[config.mk]
export PLATFORM = sky130hd
export DESIGN_NAME = des_round_engine
export DESIGN_NICKNAME = d
export VERILOG_FILES = /design/src/rtl/des_round_engine.sv
export SDC_FILE = /design/constraint.sdc
export NUM_CORES = 1
export LEC_CHECK = 0
export BUFFER_PORTS_ARGS = -buffer_cell sky130_fd_sc_hd__buf_4
export CAP_MARGIN = 20
export CORE_MARGIN = 3
export CORE_UTILIZATION = 52
export DETAILED_ROUTE_END_ITERATION = 7
export GPL_ROUTABILITY_DRIVEN = 0
export PLACE_DENSITY = 0.81
export SLEW_MARGIN = 10
export SYNTH_ARGS = -nofsm -noshare
export SYNTH_HDL_FRONTEND = slang
export SYNTH_SLANG_ARGS = --single-unit
[constraint.sdc]
create_clock -name clk -period 2.3 [get_ports clk]
set_input_delay 0.46 -clock clk [delete_from_list [all_inputs] [get_ports clk]]
set_output_delay 0.46 -clock clk [all_outputs]
set_load 0.01 [all_outputs]
[src/rtl/des_round_engine.sv]
// des_round_engine -- iterative DES round datapath with the key schedule.
// Runs one Feistel round per clock: 16 rounds after a load edge, then a
// one-cycle DONE with the pre-output block R16||L16 on data_out. The f-function
// (E, S-boxes, P) is external and closes combinationally through f_result.
// Bit numbering follows FIPS 46-3: bit 1 is the MSB, held at index [N].
// Optional feature: define DES_ROUND_DECRYPT_EN to add the decrypt input,
// which walks the key schedule backwards (K16..K1).
module des_round_engine (
  input  logic         clk,
  input  logic         rst_n,
  input  logic         start,
  input  logic [64:1]  data_in,
  input  logic [64:1]  key_in,
`ifdef DES_ROUND_DECRYPT_EN
  input  logic         decrypt,
`endif
  input  logic [32:1]  f_result,
  output logic [32:1]  right_out,
  output logic [48:1]  subkey,
  output logic [4:1]   round,
  output logic         busy,
  output logic         done,
  output logic [64:1]  data_out
);

  typedef enum logic [1:0] {IDLE, RUN, DONE} state_t;

  // PC-1: entry i names the key bit that becomes C||D bit i+1.
  localparam int PC1_T [56] = '{
    57, 49, 41, 33, 25, 17,  9,  1, 58, 50, 42, 34, 26, 18,
    10,  2, 59, 51, 43, 35, 27, 19, 11,  3, 60, 52, 44, 36,
    63, 55, 47, 39, 31, 23, 15,  7, 62, 54, 46, 38, 30, 22,
    14,  6, 61, 53, 45, 37, 29, 21, 13,  5, 28, 20, 12,  4
  };

  // PC-2: entry i names the C||D bit that becomes subkey bit i+1.
  localparam int PC2_T [48] = '{
    14, 17, 11, 24,  1,  5,  3, 28, 15,  6, 21, 10,
    23, 19, 12,  4, 26,  8, 16,  7, 27, 20, 13,  2,
    41, 52, 31, 37, 47, 55, 30, 40, 51, 45, 33, 48,
    44, 49, 39, 56, 34, 53, 46, 42, 50, 36, 29, 32
  };

  // Pure bit selection; constant indices reduce to wiring.
  function automatic logic [56:1] pc1(input logic [64:1] k);
    logic [56:1] o;
    for (int i = 0; i < 56; i++) o[56-i] = k[65-PC1_T[i]];
    return o;
  endfunction

  function automatic logic [48:1] pc2(input logic [56:1] cd);
    logic [48:1] o;
    for (int i = 0; i < 48; i++) o[48-i] = cd[57-PC2_T[i]];
    return o;
  endfunction

  // Rotation count for DES round n (1..16).
  function automatic logic [1:0] shift_amt(input logic [4:0] n);
    return (n == 5'd1 || n == 5'd2 || n == 5'd9 || n == 5'd16) ? 2'd1 : 2'd2;
  endfunction

  // Left rotation by 1 or 2; bit 1 (MSB) wraps to bit 28 (LSB).
  function automatic logic [28:1] rol28(input logic [28:1] x, input logic [1:0] amt);
    return (amt == 2'd1) ? {x[27:1], x[28]} : {x[26:1], x[28:27]};
  endfunction

  function automatic logic [28:1] ror28(input logic [28:1] x, input logic [1:0] amt);
    return (amt == 2'd1) ? {x[1], x[28:2]} : {x[2:1], x[28:3]};
  endfunction

  state_t       state_q, state_d;
  logic [32:1]  l_q, r_q;
  logic [28:1]  c_q, d_q;
  logic [4:1]   round_q;
  logic [64:1]  dout_q;
  logic         load, last;
  logic         dec_q, dec_load;
  logic [56:1]  cd_pc1;
  logic [28:1]  c_load, d_load, c_step, d_step;
  logic [1:0]   amt_enc, amt_dec;

`ifdef DES_ROUND_DECRYPT_EN
  assign dec_load = decrypt;

  // Direction of the key schedule, captured with start and held for the block.
  always_ff @(posedge clk or negedge rst_n) begin
    if (!rst_n)    dec_q <= 1'b0;
    else if (load) dec_q <= decrypt;
  end
`else
  assign dec_load = 1'b0;
  assign dec_q    = 1'b0;
`endif

  // State sequencing: IDLE -> RUN on start, RUN -> DONE after round 16, DONE -> IDLE.
  always_comb begin
    // NOTE: every output of this block is defaulted first so no path infers a latch.
    state_d = state_q;
    load    = 1'b0;
    last    = 1'b0;
    case (state_q)
      IDLE: if (start) begin
        state_d = RUN;
        load    = 1'b1;
      end
      RUN: if (round_q == 4'd15) begin
        state_d = DONE;
        last    = 1'b1;
      end
      DONE:    state_d = IDLE;
      default: state_d = IDLE;
    endcase
  end

  // Key schedule next values: the load value (K1 or K16 ready) and the per-round step.
  always_comb begin
    cd_pc1  = pc1(key_in);
    amt_enc = shift_amt({1'b0, round_q} + 5'd2);
    amt_dec = shift_amt(5'd16 - {1'b0, round_q});
    if (dec_load) begin
      // Total rotation over 16 rounds is 28, so C0D0 already equals C16D16.
      c_load = cd_pc1[56:29];
      d_load = cd_pc1[28:1];
    end else begin
      c_load = rol28(cd_pc1[56:29], 2'd1);
      d_load = rol28(cd_pc1[28:1], 2'd1);
    end
    if (round_q == 4'd15) begin
      c_step = c_q;
      d_step = d_q;
    end else if (dec_q) begin
      c_step = ror28(c_q, amt_dec);
      d_step = ror28(d_q, amt_dec);
    end else begin
      c_step = rol28(c_q, amt_enc);
      d_step = rol28(d_q, amt_enc);
    end
  end

  // State register.
  always_ff @(posedge clk or negedge rst_n) begin
    if (!rst_n) state_q <= IDLE;
    else        state_q <= state_d;
  end

  // Round datapath: load on start, one Feistel round per RUN edge, capture on the last.
  always_ff @(posedge clk or negedge rst_n) begin
    // NOTE: sequential state uses non-blocking assignments so every register
    // samples the pre-edge values (l_q and r_q swap correctly).
    if (!rst_n) begin
      l_q     <= '0;
      r_q     <= '0;
      c_q     <= '0;
      d_q     <= '0;
      round_q <= '0;
      dout_q  <= '0;
    end else if (load) begin
      l_q     <= data_in[64:33];
      r_q     <= data_in[32:1];
      c_q     <= c_load;
      d_q     <= d_load;
      round_q <= '0;
    end else if (state_q == RUN) begin
      l_q     <= r_q;
      r_q     <= l_q ^ f_result;
      c_q     <= c_step;
      d_q     <= d_step;
      round_q <= round_q + 4'd1;  // wraps 15 -> 0 on the last edge
      if (last) dout_q <= {l_q ^ f_result, r_q};
    end
  end

  assign right_out = r_q;
  assign subkey    = pc2({c_q, d_q});
  assign round     = (state_q == RUN) ? round_q : 4'd0;
  assign busy      = (state_q == RUN);
  assign done      = (state_q == DONE);
  assign data_out  = dout_q;

endmodule

==> metrics.md <==
| Metric | Value |
|---|---|
| Reg2reg end | `d_q[1]` |
| DP HPWL | `slightly above 20000 um` |
| Ys async rst share | `1.00` |
| Core Box Area | `approximately 0.019 mm2` |
| Number of synthesized flops with an enable pin | `0` |
| Hold endpoint | `l_q[19]` |
| Yosys warning count | `0` |
| VDD IR max | `roughly 870 uV` |
| WS Path Type | `reg -> reg` |
| I/O pins | `313` |
| Syn_nets | `1222` |
| Multi-input logic area | `about 0.0045 mm2` |
| CP startpoint | `round_q[1]` |
| Critical Path RT | `about 2.6 ns` |
| Pins Over Slew Limit | `0` |
| DRT iter0 DRCs | `roughly 620` |
| Wire per inst | `19.4 um` |
| RSZ-0062 raised after global routing | `true` |
| Clock skew after layout | `around 0.012 ns` |
| Power per cell area | `around 1600 mW/mm2` |
| Fmax | `0.455 GHz` |
| Seq/Total Area, Yosys | `0.469` |
| Num rows | `50` |
| Status | `complete, no violations` |
| Max-cap violations | `0` |
| Path type of the worst min-delay path | `in -> reg` |
| Layout cells sized above 1 | `0.333` |
| Die height | `146 um` |
| Slew headroom | `0.391` |
| Via density | `between 5 and 6` |
| Most frequent cells after synthesis | `dfrtp_1, nor2_1, nor4b_1` |
| Number of diodes | `0` |
| Setup WS post-layout | `between 0.1 and 0.15 ns` |
| Mapped cell area | `approximately 0.01 mm2` |
| Most used flip-flop cell after synthesis | `dfrtp_1` |
| Hold path depth | `3` |
| First-pass GRT wire length | `~48000 um` |
| Clock Tree Root | `clkbuf_16` |
| Utilization after layout | `0.691` |
| Final setup violation count | `0` |
| Die width | `between 100 and 150 um` |
| Type of origin of the critical path | `flip-flop` |
| CTS buffer count | `17` |
| # H-tree levels | `4` |
| R2R cell count | `9` |
| Min Tclk post-route | `about 2.2 ns` |
| Final ANT Viol Nets | `0` |
| Initial antenna violation count | `1` |
| Total vias in the final route | `between 9000 and 10000` |
| Measured slew at the worst slew-check pin | `0.909 ns` |
| Pre-CTS setup slack | `-0.183 ns` |
| Final hold violation count | `0` |
| R2R setup slack | `roughly 0.1 ns` |
| Yosys top cell area share | `0.469` |
| Top-count cell post-synth | `dfrtp_1` |
| Vias in the first global route | `about 9000` |
| Final net count | `around 1500` |
| Starting Density | `0.536` |
| Clock buffer depth | `2` |
| Fill count | `around 1400` |
| Port buffer count | `between 300 and 400` |
| Die area | `approximately 0.021 mm2` |
| RR Startpoint | `round_q[1]` |
| GRT Util Overall | `0.275` |
| Largest net degree at the start of global routing | `90` |
| Hold Crit Start | `data_in[51]` |
| Total iterations of the first detailed-routing run | `5` |
| Area occupied by registers | `between 0.004 and 0.005 mm2` |
| Tcrit/Tclk final | `0.955` |
| Number of remaining DRC errors | `0` |
| CTS tree | `built` |
| Top cells by area, synth | `dfrtp_1, nor4b_1, o21ai_0` |
| Synth cell types | `37` |
| Clk slew on worst S/H paths | `around 0.080 ns` |
| Hold slack final | `~0.31 ns` |
| Worst-Skew Late Latency | `around 0.43 ns` |
| Mapped Cells | `roughly 1100` |
| Routed WL | `slightly above 30000 um` |
| Worst Path Max Fanout | `56` |
| Synth Area per Inst | `between 9 and 10 um2` |
| Critical Path AT | `around 2.5 ns` |
| Clock Sinks | `190` |
| Gr ovfl total | `0` |
| Synth Register Bits | `190` |
| CP Capture Type | `flip-flop` |
| Synth area leader | `dfrtp_1` |
| Total leakage power | `~5.6 nW` |
| Area Growth Syn to Fin | `28.9%` |
## critical path: stages (launching register included)
cell and delay [ns]:
dfrtp_1 0.35, inv_1 0.08, ha_1 0.21, a21bo_1 0.22
a21oi_4 0.09, buf_4 0.14, o31a_2 0.35, buf_12 0.20
nor4b_1 0.31, a211oi_1 0.10
## kinds of logic (layout without fill, tap and decap cells)
kind of cell	count (synthesis)	count (layout)	share of synthesized area
simple gates	329	329	0.183
compound gates	294	295	0.187
flops	190	190	0.469
buf+inv	174	414	0.0925
xor+xnor	32	32	0.0277
mux	32	32	0.0356
fa+ha+maj	4	4	0.00494
## sequential cells by signal (all words and copies together), names as in the netlist
name	cells
right_out	32
round_q	4
c_q	28
state_q	2
data_out	64
d_q	28
l_q	32
## report_power, final
group          switching (mW)  internal, mW  total (mW)
registers                1.67          5.15        6.82
logic                    5.51          5.27        10.8
clock network            1.46          1.45        2.91
## repair_timing
item,in CTS,in global routing
cloned,1,0
endpoints found under the setup margin,40,45
pin swaps,1,7
setup buffers,0,1
resized for setup,2,9
hold buffers,1,0
endpoints found under the hold margin,40,0
## worst max-delay path by stage
stage	to	slack (ns)	cells after the start
after global routing	d_q[16]	-0.05	8
after CTS	c_q[27]	0.01	9
after detailed placement	c_q[8]	-0.18	8
after global placement	c_q[8]	-0.09	8
final	d_q[1]	0.10	9
after floorplan	round[2]	0.32	5
## cell type report
type | count | area share
clock buffers | 18 | 0.0329
repair buffers | 346 | 0.209
clock inverters | 14 | 0.0111
inverters | 36 | 0.0103
multi-input cells | 692 | 0.347
well taps | 260 | 0.0249
flip-flops and latches | 190 | 0.364
## stage by stage
step                      setup TNS (ns)  power [mW]  cells  instance area [um2]
after floorplan                        0        13.7   1055                10100
after global placement             -1.30        17.0   1521                12400
after detailed placement           -3.66        17.4   1521                12400
after CTS                              0        20.4   1555                13000
after global routing              -0.219        21.9   1556                13100
final                                  0        20.5   1556                13100
## placed cells by master, fill, tap and decap left out, types with 6 or more instances in the layout
| cell | Yosys | routed |
|---|---|---|
| mux2_2 | 32 | 32 |
| nor2_1 | 110 | 110 |
| nor4b_1 | 109 | 104 |
| buf_4 | 51 | 334 |
| o21ai_0 | 88 | 88 |
| o22a_1 | 9 | 9 |
| nor4b_2 | 1 | 6 |
| buf_12 | 0 | 10 |
| clkbuf_16 | 0 | 17 |
| a221oi_1 | 31 | 31 |
| nand2_1 | 83 | 83 |
| dfrtp_1 | 190 | 188 |
| inv_1 | 35 | 35 |
| a211oi_1 | 55 | 55 |
| a22oi_1 | 32 | 32 |
| a21oi_1 | 67 | 64 |
| xnor2_1 | 32 | 32 |
| nor2b_1 | 14 | 12 |
## routing by layer
| metal | vias up | part of all wire | wire [um] | GRT usage |
|---|---|---|---|---|
| met5 | - | 0.00043 | 13 | 0 |
| met4 | 2 | 0.026 | 794 | 0.0964 |
| met3 | 52 | 0.10 | 3010 | 0.0972 |
| met2 | 419 | 0.48 | 14500 | 0.441 |
| met1 | 4467 | 0.39 | 11900 | 0.347 |
| li1 | 4232 | - | - | - |
(Power assumes the default switching activity.)
